### src/rtl/divider.sv
// Signed fixed-point divider: out = (in1 << BITSIZE) / in2, truncated and saturated.
// Restoring division, one quotient bit per clock, start/done handshake.
module divider #(
    parameter int BITSIZE = 16
) (
    input  logic               clk,
    input  logic               rst_n,
    input  logic               start,
    input  logic [BITSIZE-1:0] in1,
    input  logic [BITSIZE-1:0] in2,
    output logic               busy,
    output logic               done,
    output logic [BITSIZE-1:0] out,
    output logic               saturated,
    output logic               div_by_zero
);

    localparam int CW = $clog2(BITSIZE + 1);
    localparam logic [CW-1:0] LAST = CW'(BITSIZE - 1);
    localparam logic [BITSIZE-1:0] MAXV = {1'b0, {(BITSIZE-1){1'b1}}};
    localparam logic [BITSIZE-1:0] MINV = {1'b1, {(BITSIZE-1){1'b0}}};

    typedef enum logic [1:0] {IDLE, PREP, ITER, FINISH} state_t;
    typedef logic [BITSIZE:0] mag_t;

    state_t state, state_nx;

    logic [CW-1:0]      cnt;
    logic [BITSIZE-1:0] a, b;
    logic [BITSIZE-1:0] q;
    mag_t               rem, dvs;
    logic               neg, ovf, exact, dbz, a_neg;

    mag_t               ext_a, ext_b, abs_a, abs_b;
    logic [BITSIZE+1:0] rem2;
    logic [BITSIZE-1:0] res;
    logic               res_sat;

    // Magnitudes need one extra bit so the most negative value fits.
    always_comb begin
        ext_a = {a[BITSIZE-1], a};
        ext_b = {b[BITSIZE-1], b};
        abs_a = a[BITSIZE-1] ? -ext_a : ext_a;
        abs_b = b[BITSIZE-1] ? -ext_b : ext_b;
        rem2  = {rem, 1'b0};
    end

    always_ff @(posedge clk or negedge rst_n) begin
        if (!rst_n) state <= IDLE;
        else        state <= state_nx;
    end

    always_comb begin
        state_nx = state;
        unique case (state)
            IDLE:    if (start) state_nx = PREP;
            PREP:    state_nx = ITER;
            ITER:    if (cnt == LAST) state_nx = FINISH;
            FINISH:  state_nx = IDLE;
            default: state_nx = IDLE;
        endcase
    end

    // Exact half-range quotient is representable only as a negative result.
    always_comb begin
        busy    = (state != IDLE);
        res     = q;
        res_sat = 1'b0;
        if (dbz) begin
            res     = a_neg ? MINV : MAXV;
            res_sat = 1'b1;
        end else if (!neg) begin
            if (ovf || q > MAXV) begin
                res     = MAXV;
                res_sat = 1'b1;
            end
        end else if (exact) begin
            res = MINV;
        end else if (ovf || q > MINV) begin
            res     = MINV;
            res_sat = 1'b1;
        end else begin
            res = -q;
        end
    end

    always_ff @(posedge clk or negedge rst_n) begin
        if (!rst_n) begin
            cnt         <= '0;
            a           <= '0;
            b           <= '0;
            q           <= '0;
            rem         <= '0;
            dvs         <= '0;
            neg         <= 1'b0;
            ovf         <= 1'b0;
            exact       <= 1'b0;
            dbz         <= 1'b0;
            a_neg       <= 1'b0;
            done        <= 1'b0;
            out         <= '0;
            saturated   <= 1'b0;
            div_by_zero <= 1'b0;
        end else begin
            done <= 1'b0;
            unique case (state)
                IDLE: begin
                    if (start) begin
                        a <= in1;
                        b <= in2;
                    end
                end
                PREP: begin
                    cnt   <= '0;
                    q     <= '0;
                    rem   <= abs_a;
                    dvs   <= abs_b;
                    neg   <= a[BITSIZE-1] ^ b[BITSIZE-1];
                    a_neg <= a[BITSIZE-1];
                    ovf   <= ({abs_a, 1'b0} >= {1'b0, abs_b});
                    exact <= ({abs_a, 1'b0} == {1'b0, abs_b});
                    dbz   <= (b == '0);
                end
                ITER: begin
                    cnt <= cnt + 1'b1;
                    if (rem2 >= {1'b0, dvs}) begin
                        rem <= mag_t'(rem2 - {1'b0, dvs});
                        q   <= {q[BITSIZE-2:0], 1'b1};
                    end else begin
                        rem <= mag_t'(rem2);
                        q   <= {q[BITSIZE-2:0], 1'b0};
                    end
                end
                FINISH: begin
                    done        <= 1'b1;
                    out         <= res;
                    saturated   <= res_sat;
                    div_by_zero <= dbz;
                end
                default: ;
            endcase
        end
    end

endmodule

### config.mk
export PLATFORM = sky130hd
export DESIGN_NAME = divider
export DESIGN_NICKNAME = d
export VERILOG_FILES = /design/src/rtl/divider.sv
export SDC_FILE = /design/constraint.sdc
export NUM_CORES = 1
export LEC_CHECK = 0
export ABC_AREA = 1
export CORE_MARGIN = 1
export CORE_UTILIZATION = 45
export CTS_CLUSTER_SIZE = 20
export DETAILED_ROUTE_END_ITERATION = 8
export PLACE_DENSITY = 0.69
export SYNTH_ARGS = -nofsm -noshare
export SYNTH_HDL_FRONTEND = slang
export SYNTH_SLANG_ARGS = --single-unit
### constraint.sdc
create_clock -name clk -period 3.88 [get_ports clk]
set_input_delay 0.388 -clock clk [delete_from_list [all_inputs] [get_ports clk]]
set_output_delay 0.388 -clock clk [all_outputs]
set_load 0.03 [all_outputs]
## Yosys cells after proc, flatten, opt, wreduce, memory -nomap -nowiden

Cells that the tools add are included.

| storage, ports and cells | value |
|---|---|
| register bits | 113 |
| input port bits | 35 |
| output and inout bits | 20 |
| word-level logic and storage cells | 63 |

| cells by class | value |
|---|---|
| add/subtract/negate cells | 5 |
| order comparisons | 4 |
| equality and inequality tests | 7 |
| mux-type cells | 22 |
| bitwise operators | 1 |
| reductions and logical operators | 8 |

Operators with widths:

| operator | count |
|---|---|
| 16-bit two-way mux | 6 |
| 17-bit two-way mux | 3 |
| 18-bit by 17-bit >= comparator with 1-bit output | 2 |
| 17-bit negator | 2 |
| 17-bit one-hot mux with 2 select lines | 1 |
| 16-bit one-hot mux with 2 select lines | 1 |
| 18-bit by 17-bit == test with 1-bit output | 1 |
| 17-bit subtractor | 1 |
| 16-bit by 15-bit greater-than comparator with 1-bit output, second input constant | 1 |
| 16-bit greater-than comparator, second input constant | 1 |
| 16-bit logical NOT | 1 |
| 16-bit negator | 1 |
| 5-bit one-hot mux with 2 select lines | 1 |
| 2-bit one-hot mux with 4 select lines | 1 |
| 1-bit two-way mux | 7 |
| 5-bit by 1-bit adder with 5-bit output, second input constant | 1 |
| 5-bit by 4-bit == test with 1-bit output, second input constant | 1 |
| 2-bit == test, second input constant | 2 |
| 2-bit two-way mux | 2 |
| 2-bit inequality test, second input constant | 2 |
| 2-bit AND reduction | 2 |
| 2-bit nonzero test | 2 |
| 2-bit by 1-bit == test with 1-bit output, second input constant | 1 |
| 2-bit logical NOT | 1 |
| 2 further kinds | 3 |

## Logic depth before layout (Yosys ltp)

| logic depth | value |
|---|---|
| depth in word-level cells | 6 |
| gate-level depth with buffers | 18 |
| depth with buffers taken out | 18 |

## Worst setup path after synthesis

No wires, ideal clock.

| timing path | value |
|---|---|
| path kind | reg-to-reg |
| start point | register b[0] |
| end point | register ovf |
| setup time | 123 ps |
| data arrival time | 2001 ps |
| data required time | 3757 ps |
| path slack | 1755 ps |
| stages on the path, launching flop included | 16 |
| path buffers | 0 |
| clock period less this slack | 2125 ps |
| cells stage by stage | dfrtp_1 inv_1 ha_1 nand3_1 nor2_1 nand2_1 o21ai_0 xor2_1 inv_1 ha_1 nand2_1 nor2_1 a211oi_1 nand2_1 nand2_1 nand2_1 |

| on the way | value |
|---|---|
| word-level cells in the longest chain between the ends | 3 |

Ends and longest elaborated chain:

| item | line | text |
|---|---|---|
| start: declaration | 29 | `logic [BITSIZE-1:0] a, b;` |
| start signal: assignment | 110 | `b <= in2;` |
| 17-bit negator | 44 | `abs_b = b[BITSIZE-1] ? -ext_b : ext_b;` |
| 17-bit two-way mux (*) | 44 |  |
| 18-bit by 17-bit >= comparator with 1-bit output (*) | 120 | `ovf <= ({abs_a, 1'b0} >= {1'b0, abs_b});` |
| end signal: assignment | 120 |  |
| end: declaration | 32 | `logic neg, ovf, exact, dbz, a_neg;` |

Mark *: on every way between the ends. The rest lies on a longest branch, timed or not.
A chain may end at the register's enable or synchronous reset.

## Worst setup path in the final report

| timing path | value |
|---|---|
| start point | register state[0] |
| end point | register rem[13] |

| on the way | value |
|---|---|
| word-level cells in the longest chain between the ends | 2 |
| elaborated cells on any way between the ends | 4 |
| those cells by class | eq/ne: 2; mux: 1; reduce/logical: 1 |

Ends and longest elaborated chain:

| item | line | text |
|---|---|---|
| start: declaration | 26 | `state_t state, state_nx;` |
| start signal: assignment | 50 | `else state <= state_nx;` |
| 2-bit == test / 2-bit by 1-bit == test with 1-bit output (equally long branches) | 106 | `unique case (state)` |
| 17-bit one-hot mux with 2 select lines / 2-bit nonzero test (equally long branches) | n/a |  |
| end signal: assignment | 116 | `rem <= abs_a;` |
| end signal: assignment | 127 | `rem <= mag_t'(rem2 - {1'b0, dvs});` |
| end signal: assignment | 130 | `rem <= mag_t'(rem2);` |
| end: declaration | 31 | `mag_t rem, dvs;` |

Several ways; a longest one is shown, not always the timed one.

==> qor.csv <==
stage,metric,value,unit
yosys,synth_top_area_share,38.1,%
finish,drive_gt1_share,5.06,%
setup_path,reg2reg_setup_slack,0.87,ns
setup_path,required,4.18,ns
floorplan,rows,46,
clock_network,clock_latency,0.43,ns
finish,num-fill-cells,1587,
sta,hold_viol,0,
sta,worst_pin_slew,1.19,ns
yosys,synth_common_cells,"nand2_1, inv_1, nor2_1, dfrtp_1, a21oi_1",
floorplan,boundaryPins,55,
placement,io_buffers,54,
drt,wl_per_cell,14.8,µm
clock_network,cts_buffers,17,
global_route,first_global_vias,6494,
clock_network,cts_buffer_depth,2,
run_status,outcome,"finished, final reports clean",
global_route,grt_max_degree,52,
finish,diodes,0,
yosys,synth_warnings,0,
sta,setup_tns,0,ns
sta,holdWs,0.0187,ns
finish,nets,1156,
power_and_ir_drop,p_per_area,1030,nW/µm²
sta,fmax,332,MHz
power_and_ir_drop,total_leakage_power,4.41,nW
clock_network,clk_root_buffer_cell,clkbuf_16,
clock_network,cts_tree,built,
floorplan,start_util,46.4,%
floorplan,die-area,17000,µm²
global_route,grt_pass1_wl,31800,µm
sta,timing.final.crit_share,77.6,%
setup_path,cp-start-kind,flip-flop,
yosys,ys_top_cells_by_area,"dfrtp_1, nand2_1, ha_1",
flow_run,drv_cap,0,
drt,vias,6833,
yosys,synth_area,7420,µm²
sta,setup_violations,0,
setup_path,crit_fanout,25,
global_route,antenna_found_initial,0,
sta,slew_headroom,21.0,%
floorplan,die_w,130,µm
setup_path,r2r-end,rem[13],
floorplan,core,16000,µm²
setup_path,r2r_cells,8,
yosys,syn-num-nets,1105,
yosys,yosysSeqAreaShare,38.1,%
clock_network,cts.sinks,113,
hold_path,hp-class,in -> async,
yosys,ys_async_sr_fraction,100,%
yosys,synth_edf_count,0,
setup_path,r2r-start,state[0],
finish,area.growth.synth_to_final,17.2,%
drt,finalWirelength,19300,µm
drt,drc,0,
drt,antenna_left,0,
clock_network,cts_setup_buffers,0,
clock_network,cts_resized,0,
yosys,synthCells,1026,
clock_network,hold_buffers,0,
setup_path,crit_type,reg -> reg,
yosys,synth.most_common_cell,nand2_1,
sta,rsz0062_at_grt,no,
yosys,synth_cell_types,41,
drt,first_pass_iters,5,
floorplan,die_h,130,µm
clock_network,cts_max_level,4,
setup_path,crit_arrival,3.31,ns
sta,finalCriticalPeriod,3.01,ns
sta,fin_worst_skew,0.0108,ns
placement,place.detailed.hpwl,14700,µm
global_route,overflow,0,
setup_path,worstSetupEndpointType,flip-flop,
clock_network,path_clk_slew,0.05,ns
sta,slew_violations,0,
placement,gp_congestion,0.924,
yosys,syn_area_per_cell,7.23,µm²
drt,routed_via_density,5.24,
power_and_ir_drop,vdd_drop_max,0.000455,V
global_route,grt_usage,24.4,%
yosys,synth_flop_cell,dfrtp_1,
yosys,synth-seq-cells,113,
finish,post-route-util,54.4,%
drt,drtIter0Drc,545,
yosys,synth_top_area_cell,dfrtp_1,
routing by layer:
layer	global-route usage [%]	share of wire, %
met5	0	0
met4	8.25	2.0
met3	5.37	6.0
met2	38.7	47
met1	33.1	45
how the worst max path moves through the flow:
stage / to / startpoint / slack [ns]
5_1_grt: rem[14] / state[1] / 0.54
3_3_place_gp: rem[14] / state[0] / 1.01
3_5_place_dp: rem[13] / state[0] / 0.91
4_1_cts: rem[13] / state[0] / 0.89
6_report: rem[13] / state[0] / 0.87
2_1_floorplan: ovf / b[0] / 1.76
cell families after synthesis:
family / after synthesis / share of synthesized area, %
XOR/XNOR: 32 / 3.78
buffers and inverters: 166 / 8.60
AO/OA/AOI/OAI: 172 / 13.1
flip-flops: 113 / 38.1
multiplexers: 4 / 0.607
adder cells (fa/ha/maj): 44 / 7.52
other: 1 / 0.0506
AND/OR/NAND/NOR: 494 / 28.2
cell usage in the layout (no fill, tap or decap), types with 2 or more instances in the layout:
cell and count:
ha_1 43, xnor2_1 6, o21a_1 3, clkbuf_1 4
a21oi_1 75, clkbuf_16 17, nand3_1 60, buf_4 8
clkinv_1 2, nor2_2 7, nand3b_1 12, nand2_2 5
mux2_2 4, nor3_1 11, nand2_1 260, dfrtp_1 113
nand4_1 15, o21bai_1 13, clkbuf_8 3, clkdlybuf4s50_1 53
a22oi_1 10, o22ai_1 19, nor2_1 117, and2_1 2
clkinv_2 4, inv_1 134, o21ai_1 3, xor2_1 26
o21ai_0 40, a21boi_0 2, a211oi_1 3
through the flow:
stage | std cells | area, µm² | power [mW] | setup WS [ns]
after floorplan | 1026 | 7420 | 6.02 | 1.76
after global placement | 1274 | 8160 | 7.40 | 1.01
after detailed placement | 1274 | 8160 | 7.49 | 0.910
after CTS | 1304 | 8700 | 8.96 | 0.888
after global routing | 1304 | 8700 | 9.85 | 0.543
final | 1304 | 8700 | 8.98 | 0.869
report_power, final:
part / switching [mW] / internal, mW / total, mW
logic: 3.55 / 1.94 / 5.49
registers: 0.379 / 1.67 / 2.05
clock network: 0.523 / 0.916 / 1.44
worst max-delay path: stages, from the launching register on:
cell      delay, ns
dfrtp_1        0.38
inv_1          0.10
ha_1           0.64
nand2_1        0.59
clkinv_1       0.65
nand2_2        0.33
nand2_1        0.08
nand2_1        0.06
nand2_1        0.05
final cells by class:
| type | instances | area, µm² | share of cell area, % |
|---|---|---|---|
| Tap cell | 216 | 270 | 3.11 |
| Clock inverter | 6 | 57.6 | 0.662 |
| Clock buffer | 24 | 482 | 5.54 |
| Timing Repair Buffer | 61 | 591 | 6.79 |
| Sequential cell | 113 | 2830 | 32.5 |
| Inverter | 137 | 514 | 5.91 |
| Multi-Input combinational cell | 747 | 3960 | 45.5 |
sequential cells by signal (all words and copies together) (netlist names), 2 cells and up:
signal / flops
a: 16
b: 16
cnt: 5
dvs: 17
out: 16
q: 16
rem: 17
state: 2
(Power assumes the default switching activity.)
